--- src/rtl/tcdm_bank_rr_arbiter_pkg.sv ---
// Shared constants and helpers for the TCDM per-bank round-robin arbiter.
package tcdm_arb_pkg;

    localparam int unsigned PERF_CNT_W = 32;

    // Index width for an n-entry vector, never narrower than one bit
    function automatic int unsigned idx_width(input int unsigned n);
        return (n > 1) ? $clog2(n) : 1;
    endfunction

endpackage

--- src/rtl/tcdm_bank_rr_arbiter_if.sv ---
// Initiator-side and bank-side signals of one TCDM bank arbiter.
interface tcdm_bank_rr_arbiter_if #(
    parameter int unsigned NbIn      = 4,
    parameter int unsigned AddrWidth = 32,
    parameter int unsigned DataWidth = 32,
    parameter int unsigned BeWidth   = DataWidth / 8,
    parameter int unsigned IdWidth   = 1
);

    logic [NbIn-1:0]                in_req_i;
    logic [NbIn-1:0][AddrWidth-1:0] in_add_i;
    logic [NbIn-1:0]                in_wen_i;
    logic [NbIn-1:0][DataWidth-1:0] in_data_i;
    logic [NbIn-1:0][BeWidth-1:0]   in_be_i;
    logic [NbIn-1:0][IdWidth-1:0]   in_id_i;
    logic [NbIn-1:0]                in_gnt_o;
    logic [NbIn-1:0]                in_r_valid_o;
    logic [DataWidth-1:0]           in_r_data_o;
    logic [IdWidth-1:0]             in_r_id_o;

    logic                           bank_req_o;
    logic [AddrWidth-1:0]           bank_add_o;
    logic                           bank_wen_o;
    logic [DataWidth-1:0]           bank_data_o;
    logic [BeWidth-1:0]             bank_be_o;
    logic [IdWidth-1:0]             bank_id_o;
    logic                           bank_gnt_i;
    logic [DataWidth-1:0]           bank_r_data_i;
    logic [IdWidth-1:0]             bank_r_id_i;

    // Arbiter view
    modport slave (
        input  in_req_i, in_add_i, in_wen_i, in_data_i, in_be_i, in_id_i,
        output in_gnt_o, in_r_valid_o, in_r_data_o, in_r_id_o,
        output bank_req_o, bank_add_o, bank_wen_o, bank_data_o, bank_be_o, bank_id_o,
        input  bank_gnt_i, bank_r_data_i, bank_r_id_i
    );

    // Environment view: initiators plus bank
    modport master (
        output in_req_i, in_add_i, in_wen_i, in_data_i, in_be_i, in_id_i,
        input  in_gnt_o, in_r_valid_o, in_r_data_o, in_r_id_o,
        input  bank_req_o, bank_add_o, bank_wen_o, bank_data_o, bank_be_o, bank_id_o,
        output bank_gnt_i, bank_r_data_i, bank_r_id_i
    );

endinterface

--- src/rtl/tcdm_bank_rr_arbiter_pick.sv ---
// Combinational rotate-priority picker: first set request at or above ptr_i, wrapping.
module tcdm_rr_pick #(
    parameter int unsigned NbIn = 4,
    parameter int unsigned IdxW = 2
) (
    input  logic [NbIn-1:0] req_i,
    input  logic [IdxW-1:0] ptr_i,
    output logic [NbIn-1:0] gnt_c,
    output logic [IdxW-1:0] idx_c,
    output logic            any_c
);

    logic            found;
    logic [IdxW-1:0] cand;

    // Scan NbIn positions starting at the pointer; keep the first hit
    always_comb begin
        gnt_c = '0;
        idx_c = '0;
        found = 1'b0;
        cand  = '0;
        for (int unsigned k = 0; k < NbIn; k++) begin
            cand = IdxW'((32'(ptr_i) + k) % NbIn);
            if (!found && req_i[cand]) begin
                found = 1'b1;
                idx_c = cand;
            end
        end
        if (found) begin
            gnt_c[idx_c] = 1'b1;
        end
        any_c = |req_i;
    end

endmodule

--- src/rtl/tcdm_bank_rr_arbiter.sv ---
// Round-robin arbiter in front of one TCDM bank; routes the 1-cycle response
// back to the registered winner. Optional conflict counter: TCDM_ARB_PERF_CNT_EN.
module tcdm_bank_rr_arbiter
    import tcdm_arb_pkg::*;
#(
    parameter int unsigned NbIn      = 4,
    parameter int unsigned AddrWidth = 32,
    parameter int unsigned DataWidth = 32,
    parameter int unsigned BeWidth   = DataWidth / 8,
    parameter int unsigned IdWidth   = 1
) (
    input  logic                    clk_i,
    input  logic                    rst_ni,
    tcdm_bank_rr_arbiter_if.slave   bus,
    input  logic                    perf_clr_i,
    output logic [PERF_CNT_W-1:0]   perf_conflicts_o
);

    localparam int unsigned IdxW = idx_width(NbIn);

    logic [IdxW-1:0] rr_ptr_q;
    logic [IdxW-1:0] rr_ptr_d;
    logic [IdxW-1:0] win_idx;
    logic [NbIn-1:0] win_gnt;
    logic            any_req;
    logic            hs;
    logic            resp_valid_q;
    logic [IdxW-1:0] resp_idx_q;

    tcdm_rr_pick #(
        .NbIn (NbIn),
        .IdxW (IdxW)
    ) i_pick (
        .req_i (bus.in_req_i),
        .ptr_i (rr_ptr_q),
        .gnt_c (win_gnt),
        .idx_c (win_idx),
        .any_c (any_req)
    );

    // Request path: winner fields to the bank, grant forwarded to the winner only
    assign bus.bank_req_o  = any_req;
    assign bus.bank_add_o  = bus.in_add_i[win_idx];
    assign bus.bank_wen_o  = bus.in_wen_i[win_idx];
    assign bus.bank_data_o = bus.in_data_i[win_idx];
    assign bus.bank_be_o   = bus.in_be_i[win_idx];
    assign bus.bank_id_o   = bus.in_id_i[win_idx];
    assign bus.in_gnt_o    = win_gnt & {NbIn{bus.bank_gnt_i}};

    assign hs       = any_req & bus.bank_gnt_i;
    assign rr_ptr_d = (32'(win_idx) == NbIn - 1) ? '0 : win_idx + IdxW'(1);

    // Priority pointer moves past the winner on every handshake
    always_ff @(posedge clk_i or negedge rst_ni) begin
        if (!rst_ni) begin
            rr_ptr_q <= '0;
        end else if (hs) begin
            rr_ptr_q <= rr_ptr_d;
        end
    end

    // Remember who owns the response arriving next cycle
    always_ff @(posedge clk_i or negedge rst_ni) begin
        if (!rst_ni) begin
            resp_valid_q <= 1'b0;
            resp_idx_q   <= '0;
        end else begin
            resp_valid_q <= hs;
            if (hs) begin
                resp_idx_q <= win_idx;
            end
        end
    end

    // Response valid steered to the recorded winner; data and id broadcast
    always_comb begin
        bus.in_r_valid_o             = '0;
        bus.in_r_valid_o[resp_idx_q] = resp_valid_q;
    end

    assign bus.in_r_data_o = bus.bank_r_data_i;
    assign bus.in_r_id_o   = bus.bank_r_id_i;

`ifdef TCDM_ARB_PERF_CNT_EN
    logic [PERF_CNT_W-1:0] perf_q;
    logic                  conflict;

    assign conflict = hs && ($countones(bus.in_req_i) >= 2);

    // Saturating count of handshakes that left another requester waiting
    always_ff @(posedge clk_i or negedge rst_ni) begin
        if (!rst_ni) begin
            perf_q <= '0;
        end else if (perf_clr_i) begin
            perf_q <= '0;
        end else if (conflict && (perf_q != '1)) begin
            perf_q <= perf_q + PERF_CNT_W'(1);
        end
    end

    assign perf_conflicts_o = perf_q;
`else
    logic unused_perf_clr;

    assign unused_perf_clr  = perf_clr_i;
    assign perf_conflicts_o = '0;
`endif

endmodule

--- src/flat_wrapper.sv ---
// flat-port wrapper written by rule: the top's interface ports become plain ports
module tcdm_bank_rr_arbiter_flat import tcdm_arb_pkg::*;
#(
    parameter int unsigned NbIn      = 4,
    parameter int unsigned AddrWidth = 32,
    parameter int unsigned DataWidth = 32,
    parameter int unsigned BeWidth   = DataWidth / 8,
    parameter int unsigned IdWidth   = 1
)
  (clk_i, rst_ni, perf_clr_i, perf_conflicts_o, bus_in_req_i, bus_in_add_i, bus_in_wen_i, bus_in_data_i, bus_in_be_i, bus_in_id_i, bus_in_gnt_o, bus_in_r_valid_o, bus_in_r_data_o, bus_in_r_id_o, bus_bank_req_o, bus_bank_add_o, bus_bank_wen_o, bus_bank_data_o, bus_bank_be_o, bus_bank_id_o, bus_bank_gnt_i, bus_bank_r_data_i, bus_bank_r_id_i);
  tcdm_bank_rr_arbiter_if #(.NbIn(NbIn), .AddrWidth(AddrWidth), .DataWidth(DataWidth), .BeWidth(BeWidth), .IdWidth(IdWidth)) bus_i ();
  input  logic clk_i;
  input  logic rst_ni;
  input  logic perf_clr_i;
  output logic [PERF_CNT_W-1:0] perf_conflicts_o;
  input wire logic [$bits(bus_i.in_req_i)-1:0] bus_in_req_i;
  input wire logic [$bits(bus_i.in_add_i)-1:0] bus_in_add_i;
  input wire logic [$bits(bus_i.in_wen_i)-1:0] bus_in_wen_i;
  input wire logic [$bits(bus_i.in_data_i)-1:0] bus_in_data_i;
  input wire logic [$bits(bus_i.in_be_i)-1:0] bus_in_be_i;
  input wire logic [$bits(bus_i.in_id_i)-1:0] bus_in_id_i;
  output wire logic [$bits(bus_i.in_gnt_o)-1:0] bus_in_gnt_o;
  output wire logic [$bits(bus_i.in_r_valid_o)-1:0] bus_in_r_valid_o;
  output wire logic [$bits(bus_i.in_r_data_o)-1:0] bus_in_r_data_o;
  output wire logic [$bits(bus_i.in_r_id_o)-1:0] bus_in_r_id_o;
  output wire logic [$bits(bus_i.bank_req_o)-1:0] bus_bank_req_o;
  output wire logic [$bits(bus_i.bank_add_o)-1:0] bus_bank_add_o;
  output wire logic [$bits(bus_i.bank_wen_o)-1:0] bus_bank_wen_o;
  output wire logic [$bits(bus_i.bank_data_o)-1:0] bus_bank_data_o;
  output wire logic [$bits(bus_i.bank_be_o)-1:0] bus_bank_be_o;
  output wire logic [$bits(bus_i.bank_id_o)-1:0] bus_bank_id_o;
  input wire logic [$bits(bus_i.bank_gnt_i)-1:0] bus_bank_gnt_i;
  input wire logic [$bits(bus_i.bank_r_data_i)-1:0] bus_bank_r_data_i;
  input wire logic [$bits(bus_i.bank_r_id_i)-1:0] bus_bank_r_id_i;
  assign bus_i.in_req_i = bus_in_req_i;
  assign bus_i.in_add_i = bus_in_add_i;
  assign bus_i.in_wen_i = bus_in_wen_i;
  assign bus_i.in_data_i = bus_in_data_i;
  assign bus_i.in_be_i = bus_in_be_i;
  assign bus_i.in_id_i = bus_in_id_i;
  assign bus_in_gnt_o = bus_i.in_gnt_o;
  assign bus_in_r_valid_o = bus_i.in_r_valid_o;
  assign bus_in_r_data_o = bus_i.in_r_data_o;
  assign bus_in_r_id_o = bus_i.in_r_id_o;
  assign bus_bank_req_o = bus_i.bank_req_o;
  assign bus_bank_add_o = bus_i.bank_add_o;
  assign bus_bank_wen_o = bus_i.bank_wen_o;
  assign bus_bank_data_o = bus_i.bank_data_o;
  assign bus_bank_be_o = bus_i.bank_be_o;
  assign bus_bank_id_o = bus_i.bank_id_o;
  assign bus_i.bank_gnt_i = bus_bank_gnt_i;
  assign bus_i.bank_r_data_i = bus_bank_r_data_i;
  assign bus_i.bank_r_id_i = bus_bank_r_id_i;
  tcdm_bank_rr_arbiter #(.NbIn(NbIn), .AddrWidth(AddrWidth), .DataWidth(DataWidth), .BeWidth(BeWidth), .IdWidth(IdWidth)) u_core (.clk_i(clk_i), .rst_ni(rst_ni), .bus(bus_i), .perf_clr_i(perf_clr_i), .perf_conflicts_o(perf_conflicts_o));
endmodule
--- config.mk ---
export PLATFORM = sky130hd
export DESIGN_NAME = tcdm_bank_rr_arbiter_flat
export DESIGN_NICKNAME = d
export VERILOG_FILES = /design/src/rtl/tcdm_bank_rr_arbiter_pkg.sv /design/src/rtl/tcdm_bank_rr_arbiter_if.sv /design/src/rtl/tcdm_bank_rr_arbiter_pick.sv /design/src/rtl/tcdm_bank_rr_arbiter.sv /design/src/flat_wrapper.sv
export SDC_FILE = /design/constraint.sdc
export NUM_CORES = 1
export LEC_CHECK = 0
export BUFFER_PORTS_ARGS = -buffer_cell sky130_fd_sc_hd__buf_2
export CAP_MARGIN = 25
export CELL_PAD_IN_SITES_DETAIL_PLACEMENT = 1
export CELL_PAD_IN_SITES_GLOBAL_PLACEMENT = 1
export CORE_AREA = 2 2 183 185
export CTS_CLUSTER_DIAMETER = 30
export DETAILED_ROUTE_END_ITERATION = 12
export DIE_AREA = 0 0 185 187
export PLACE_DENSITY = 0.6
export SYNTH_ARGS = -nofsm -noshare
export SYNTH_HDL_FRONTEND = slang
export SYNTH_SLANG_ARGS = --single-unit
export TNS_END_PERCENT = 30
--- constraint.sdc ---
create_clock -name clk_i -period 5.1 [get_ports clk_i]
set_clock_uncertainty 0.15 [all_clocks]
set_input_delay 0.51 -clock clk_i [delete_from_list [all_inputs] [get_ports clk_i]]
set_output_delay 0.51 -clock clk_i [all_outputs]
set_load 0.01 [all_outputs]
==> metrics.md, run 1 <==
| Metric | Value |
|---|---|
| Maximum clock frequency | `around 270 MHz` |
| Critical Setup Path Class | `flop to primary output` |
| Synth Flop Type | `dfrtp_1` |
| R2R Setup Slk | `roughly 2.5 ns` |
| Pwr Density | `roughly 400 nW/um^2` |
| Cell variety after synth | `28` |
| Worst R2R Start | `u_core.rr_ptr_q[1]$_DFFE_PN0P_` |
| List of most frequent post-synthesis cells | `nand3_1 (140), clkbuf_1 (102), nand2_1 (81)` |
| Vias in the first global route | `between 7,000 and 8,000` |
| Top cells by area, synth | `a21bo_1 (13%), nand3_1 (13%), a221oi_1 (12%)` |
| CP required | `4.44 ns` |
| Gr usage total | `between 10 and 15%` |
| Via count | `roughly 7,300` |
| Global-route wire length before repair | `between 40 and 50 mm` |
| Compound-Gate Fraction of Synth Area | `38.1%` |
| # DRC | `0` |
| Clk_lat worst skew | `between 0.2 and 0.25 ns` |
| Die span in y | `187 um` |
| Largest net degree at the start of global routing | `slightly above 90` |
| Grt ovf | `0` |
| # rows | `67` |
| WL per Instance | `about 18 um` |
| Die Wd | `roughly 190 um` |
| Largest family of logic cells by synthesized area | `simple AND/OR/NAND/NOR gates` |
| Endpoints failing setup | `0` |
| Max-Cap Viols | `0` |
| Post-DP HPWL | `a little under 20 mm` |
| Synth Area in Adders | `0.240%` |
| HP Class | `input port to flop` |
| Mapped Cells | `between 700 and 800` |
| Place WS | `between 1 and 1.5 ns` |
| Initial DRT Pass Iterations | `4` |
| Area occupied by multi-input gates | `between 4000 and 5000 sq um` |
| Post-synth top area share | `13.5%` |
| CTS tree | `done` |
| Clock transition at the registers of the reported paths | `about 0.030 ns` |
| Routed vias/inst | `around 5` |
| Avg Cell Area, Syn | `approximately 6.5 sq um` |
| Async SR Flop Fraction | `100%` |
| Synthesis-to-layout area growth | `35.8%` |
| FF/Latch Area | `about 130 sq um` |
| CTS H-Tree Depth | `1` |
| Mux cell area share after synthesis | `0%` |
| Final Critical Period | `approximately 3.7 ns` |
| Post-Synth XOR/XNOR Area | `0%` |
| Hold Fails Final Rpt | `0` |
| Unrepaired setup endpoints after global routing | `no` |
| Reg2reg end | `u_core.rr_ptr_q[1]$_DFFE_PN0P_` |
| Top-level port count | `approximately 470` |
| Synth Area in Simple Gates | `between 30% and 40%` |
| Leak | `between 0.003 and 0.004 uW` |
| Ant diodes | `0` |
| Fin worst setup slack | `about 1.4 ns` |
| Final WL | `26.6 mm` |
| Peak supply drop | `0.178 mV` |
| Initial antenna violation count | `2` |
| Critical path origin | `u_core.rr_ptr_q[0]$_DFFE_PN0P_` |
| Initial Util | `roughly 16%` |
| Post-synthesis sequential area ratio | `under 10%` |
| Iteration-0 DRC Markers | `roughly 280` |
| CTS buffer count | `3` |
| Share of layout cells above drive strength 1 | `just under 40%` |
| Setup Buffers After CTS | `0` |
| Clock sink total | `5` |
| Post-synth EDFFs | `0` |
| Type of element capturing the critical path | `primary output` |
| Final GP Congestion | `between 0.8 and 0.9` |
| Outcome | `completed` |
| Routed Antenna Nets | `0` |
| Count leader, synth | `nand3_1` |
| Core box area | `32,900 sq um` |
| Final worst-path cycle share | `around 73%` |
| Critical Path Source Type | `flop` |
| Slew HR | `~37%` |
| Slew Viols, Final | `0` |
| Synth Cell Area | `5210 sq um` |
| Arrival time worst endpoint | `slightly above 3 ns` |
| Synthesis-stage register bit count | `5` |
| CP endpoint | `bus_bank_data_o[22]` |
| Cell type with the largest total area after synthesis | `a21bo_1` |
| Slew at the pin closest to its max-slew limit | `between 0.9 and 1 ns` |
| Yosys synthesis warning count | `0` |
| R2R depth | `5` |
| Final Net Count | `around 1,400` |
| Fillers | `~4,200` |
| Clock Tree Buf Depth | `2` |
| DIE AREA | `around 35,000 sq um` |
| Port Buffers | `roughly 370` |
| Setup total negative slack | `0 ns` |
| Root Driver | `clkbuf_16` |
| Critical path peak fanout | `38` |
[worst min-delay path by stage]
stage,cells after the start,to,start
3_3_place_gp,1,u_core.resp_idx_q[0]$_DFFE_PN0P_,rst_ni
3_5_place_dp,1,u_core.resp_idx_q[0]$_DFFE_PN0P_,rst_ni
4_1_cts,2,u_core.rr_ptr_q[0]$_DFFE_PN0P_,bus_bank_gnt_i
6_report,2,u_core.rr_ptr_q[0]$_DFFE_PN0P_,bus_bank_gnt_i
5_1_grt,2,u_core.rr_ptr_q[0]$_DFFE_PN0P_,bus_bank_gnt_i
2_1_floorplan,0,u_core.resp_idx_q[0]$_DFFE_PN0P_,rst_ni
[kinds of logic (layout without fill, tap and decap cells)]
family          after synthesis  after routing
simple gates                379            379
compound gates              218            218
buf+inv                     192            395
flops                         5              5
fa+ha+maj                     1              1
other cells                   1             32
[worst max-delay path, cell delays in order (launching register included)]
cell     delay (ns)
dfrtp_1        0.43
nor2b_4        0.15
buf_4          0.40
a211o_2        0.19
nand2_1        0.12
inv_2          0.54
buf_4          0.52
a32oi_1        0.25
buf_2          0.20
[state kept, by name, summed over array words and instances (netlist names)]
signal               count
u_core.rr_ptr_q          2
u_core.resp_valid_q      1
u_core.resp_idx_q        2
[cell type report]
class / count / area share (%)
multi-input cells: 630 / 59.9
repair buffers: 389 / 29.1
well taps: 448 / 7.93
flip-flops and latches: 5 / 1.82
clock buffers: 4 / 1.11
inverters: 2 / 0.106
[metal layers]
layer  wire length (um)  global-route usage, %  vias up  share of wire, %
li1                   -                      -     3507                 -
met1              11100                   17.1     3522                42
met2              13300                   26.1      280                50
met3               1730                   1.93       35               6.5
met4                505                   3.11        2               1.9
met5                 16                      0        -             0.060
[where the power goes]
group / total (uW) / internal (uW) / switching [uW]
clock network: 130 / 104 / 26.2
logic: 2570 / 1020 / 1550
registers: 133 / 54.7 / 78.1
[per-stage QoR]
stage	power [uW]	area [sq um]	hold WS [ns]	utilization [%]	cells
2_1_floorplan	1860	5330	0.0644	-	827
3_3_place_gp	2690	6980	0.178	21.2	1473
3_5_place_dp	2730	6980	0.186	21.2	1473
4_1_cts	2870	7070	0.352	21.5	1478
5_1_grt	3110	7070	0.374	21.5	1478
6_report	2840	7070	0.353	21.5	1478
[cells in the final DEF (no fill, tap or decap), types with 3 or more instances in the layout]
cell type | synthesis | routed
buf_2 | 3 | 365
nand3_1 | 140 | 140
nand2_1 | 81 | 81
nor3b_1 | 71 | 71
a21bo_1 | 70 | 70
nor4_1 | 70 | 70
a221oi_1 | 70 | 70
a32oi_1 | 70 | 70
conb_1 | 1 | 32
buf_4 | 65 | 19
nor2_1 | 7 | 5
buf_12 | 0 | 4
dfrtp_1 | 5 | 4
and3_1 | 3 | 3
clkbuf_16 | 0 | 3
[what timing repair did]
| item | in CTS | in global routing |
|---|---|---|
| endpoints found under the hold margin | 5 | 0 |
| gates resized for setup | 0 | 0 |
| hold buffers | 1 | 0 |
Note: power is estimated with default switching activity, not from simulation.
==> run 2, diff against run 1 <==
--- a/config.mk
+++ b/config.mk
@@ -9,11 +9,11 @@
 export CAP_MARGIN = 25
 export CELL_PAD_IN_SITES_DETAIL_PLACEMENT = 1
 export CELL_PAD_IN_SITES_GLOBAL_PLACEMENT = 1
-export CORE_AREA = 2 2 183 185
+export CORE_AREA = 2 2 179 181
 export CTS_CLUSTER_DIAMETER = 30
 export DETAILED_ROUTE_END_ITERATION = 12
-export DIE_AREA = 0 0 185 187
-export PLACE_DENSITY = 0.6
+export DIE_AREA = 0 0 181 183
+export PLACE_DENSITY = 0.62
 export SYNTH_ARGS = -nofsm -noshare
 export SYNTH_HDL_FRONTEND = slang
 export SYNTH_SLANG_ARGS = --single-unit
==> constraint.sdc (replaced) <==
create_clock -name clk_i -period 3.5 [get_ports clk_i]
set_clock_uncertainty 0.15 [all_clocks]
set_input_delay 0.35 -clock clk_i [delete_from_list [all_inputs] [get_ports clk_i]]
set_output_delay 0.35 -clock clk_i [all_outputs]
set_load 0.01 [all_outputs]
==> metrics.md, run 2 (synthesized netlist as in run 1, its figures left out) <==
| Metric | Value |
|---|---|
| WL per Instance | `18.9 um (+4.6%)` |
| Synthesis-to-layout area growth | `37.2%` |
| Commonest cells after routing, fill and taps aside | `buf_2 (365), nand3_1 (140), nand2_1 (81), nor3b_1 (71)` |
| Setup Buffers After CTS | `0 (unchanged)` |
| Clock Power Share | `4.4% (-0.2 points)` |
| Largest regs | `u_core.resp_idx_q: 2 flops, u_core.rr_ptr_q: 2 flops, u_core.resp_valid_q: 1 flops` |
| Final Net Count | `1,363 (+0.74%)` |
| Die span in y | `183 um (-2.1%)` |
| Leak | `0.00324 uW (+2.1%)` |
| Clock transition at the registers of the reported paths | `0.03 ns (about the same)` |
| Unrepaired setup endpoints after global routing | `no` |
| Slew Viols, Final | `0 (unchanged)` |
| Type of element capturing the critical path | `primary output` |
| Net Switching | `2470 uW (+49%)` |
| CTS H-Tree Depth | `1 (unchanged)` |
| Final WL | `27.2 mm (+2.1%)` |
| Slew at the pin closest to its max-slew limit | `0.899 ns (-0.0414 ns)` |
| Top-level port count | `465 (unchanged)` |
| CP required | `3.00 ns (-1.44 ns)` |
| Clock Tree Buf Depth | `2 (unchanged)` |
| Setup total negative slack | `0 ns (unchanged)` |
| Final Critical Period | `3.15 ns` |
| Logic gate share of total power | `92.2% (+1.5 points)` |
| Hold Fails Final Rpt | `0 (unchanged)` |
| R2R depth | `6 (+1)` |
| Fin worst setup slack | `0.347 ns (-1.04 ns)` |
| Iteration-0 DRC Markers | `391 (+38%)` |
| # rows | `65 (-3.0%)` |
| Placed Area | `7030 sq um (+0.68%)` |
| Root Driver | `clkbuf_16` |
| Maximum clock frequency | `~320 MHz` |
| Clk_lat worst skew | `0.22 ns (about the same)` |
| HP Class | `input port to flop` |
| Design Area, Final | `7150 sq um (+1.1%)` |
| Outcome | `completed` |
| Port Buffers | `365 (unchanged)` |
| Commonest non-fill, non-tap cell in the layout | `buf_2` |
| Peak supply drop | `0.365 mV (+100%)` |
| CTS resizes | `0 (unchanged)` |
| Die Wd | `181 um (-2.2%)` |
| Critical Setup Path Class | `flop to primary output` |
| Core box area | `31,200 sq um (-5.0%)` |
| Initial Util | `16.7% (+0.83 points)` |
| Final worst-path cycle share | `approximately 90%` |
| CTS buffer count | `3 (unchanged)` |
| Grt ovf | `0 (unchanged)` |
| DIE AREA | `33,100 sq um (-4.3%)` |
| CTS tree | `done` |
| Internal power | `1800 uW (+53%)` |
| Hold buffers post-CTS | `1 (unchanged)` |
| Slew HR | `40.1% (+2.9 points)` |
| Global-route wire length before repair | `40.9 mm (+2.1%)` |
| Max-Cap Viols | `0 (unchanged)` |
| WHS Path Cells | `2 (unchanged)` |
| Initial DRT Pass Iterations | `4 (unchanged)` |
| Share of layout cells above drive strength 1 | `39.6% (+0.59 points)` |
| Largest net degree at the start of global routing | `125 (+36%)` |
| Place WS | `0.514 ns (-0.876 ns)` |
| Critical Path Source Type | `flop` |
| Net Sw Frac | `57.9% (-0.58 points)` |
| Endpoints failing setup | `0 (unchanged)` |
| Initial antenna violation count | `4 (+2)` |
| # DRC | `0 (unchanged)` |
| Post-DP HPWL | `20.2 mm (+2.0%)` |
| Via count | `7,377 (+0.42%)` |
| Vias in the first global route | `7,254 (-0.27%)` |
| Pwr Density | `597 nW/um^2 (+49%)` |
| Ant diodes | `0 (unchanged)` |
| Clock sink total | `5 (unchanged)` |
| Critical path peak fanout | `119 (+210%)` |
| Routed vias/inst | `5.12 (+2.9%)` |
| Arrival time worst endpoint | `2.65 ns (-0.41 ns)` |
| Routed Antenna Nets | `0 (unchanged)` |
| Gr usage total | `15.1% (+0.99 points)` |
| Final GP Congestion | `0.731 (-8.8%)` |
| Flop pwr share | `3.4% (-1.3 points)` |
| Hold Slack | `0.217 ns (-0.136 ns)` |
==> run 2: changes by cell type in the layout (fill, tap and decap cells not counted) <==
cell,previous run,this run
buf_16,0,1
buf_4,19,25
buf_12,4,7
==> run 2: worst paths after layout <==
check	startpoint	to	slack [ns]
max	u_core.rr_ptr_q[1]$_DFFE_PN0P_	bus_bank_add_o[9]	0.35
min	bus_bank_gnt_i	u_core.rr_ptr_q[0]$_DFFE_PN0P_	0.22
max reg2reg	u_core.rr_ptr_q[1]$_DFFE_PN0P_	u_core.rr_ptr_q[1]$_DFFE_PN0P_	1.02
min reg2reg	u_core.resp_idx_q[1]$_DFFE_PN0P_	u_core.resp_idx_q[1]$_DFFE_PN0P_	0.42
max in group asynchronous	rst_ni	u_core.rr_ptr_q[1]$_DFFE_PN0P_	2.72
min in group asynchronous	rst_ni	u_core.resp_idx_q[1]$_DFFE_PN0P_	0.33
==> run 2: layout make-up <==
type	count	area, sq um
multi-input cells	630	4240
flip-flops and latches	5	129
well taps	402	503
inverters	2	7.51
clock buffers	4	78.8
fillers	3998	24100
repair buffers	399	2190
==> run 2: worst max-delay path: stages (launching register included) <==
cell and delay (ns):
dfrtp_4 0.59, or4b_4 0.67, buf_12 0.26, a21bo_1 0.28, a32oi_1 0.27, buf_2 0.19
==> run 2: per-stage QoR <==
stage / std cells / total power, uW / utilization (%)
after global placement: 1436 / 4030 / 22.5
final: 1442 / 4260 / 22.9
after CTS: 1441 / 4310 / 22.8
after floorplan: 827 / 2710 / -
after detailed placement: 1436 / 4110 / 22.5
after global routing: 1442 / 4670 / 22.9
==> run 2: power groups by stage <==
stage / clock (uW) / sequential (uW) / combinational [uW]
floorplan: 0 / 91.3 / 2620
global placement: 0 / 145 / 3880
detailed placement: 0 / 148 / 3960
CTS: 190 / 148 / 3970
global route: 194 / 155 / 4330
finish: 187 / 146 / 3930
==> run 2: per-layer routing <==
| metal | global-route usage (%) | routed length [um] | vias up |
|---|---|---|---|
| li1 | - | - | 3532 |
| met1 | 18.4 | 11300 | 3519 |
| met2 | 28.0 | 13500 | 284 |
| met3 | 2.56 | 1890 | 36 |
| met4 | 2.57 | 380 | 6 |
| met5 | 0 | 41 | - |
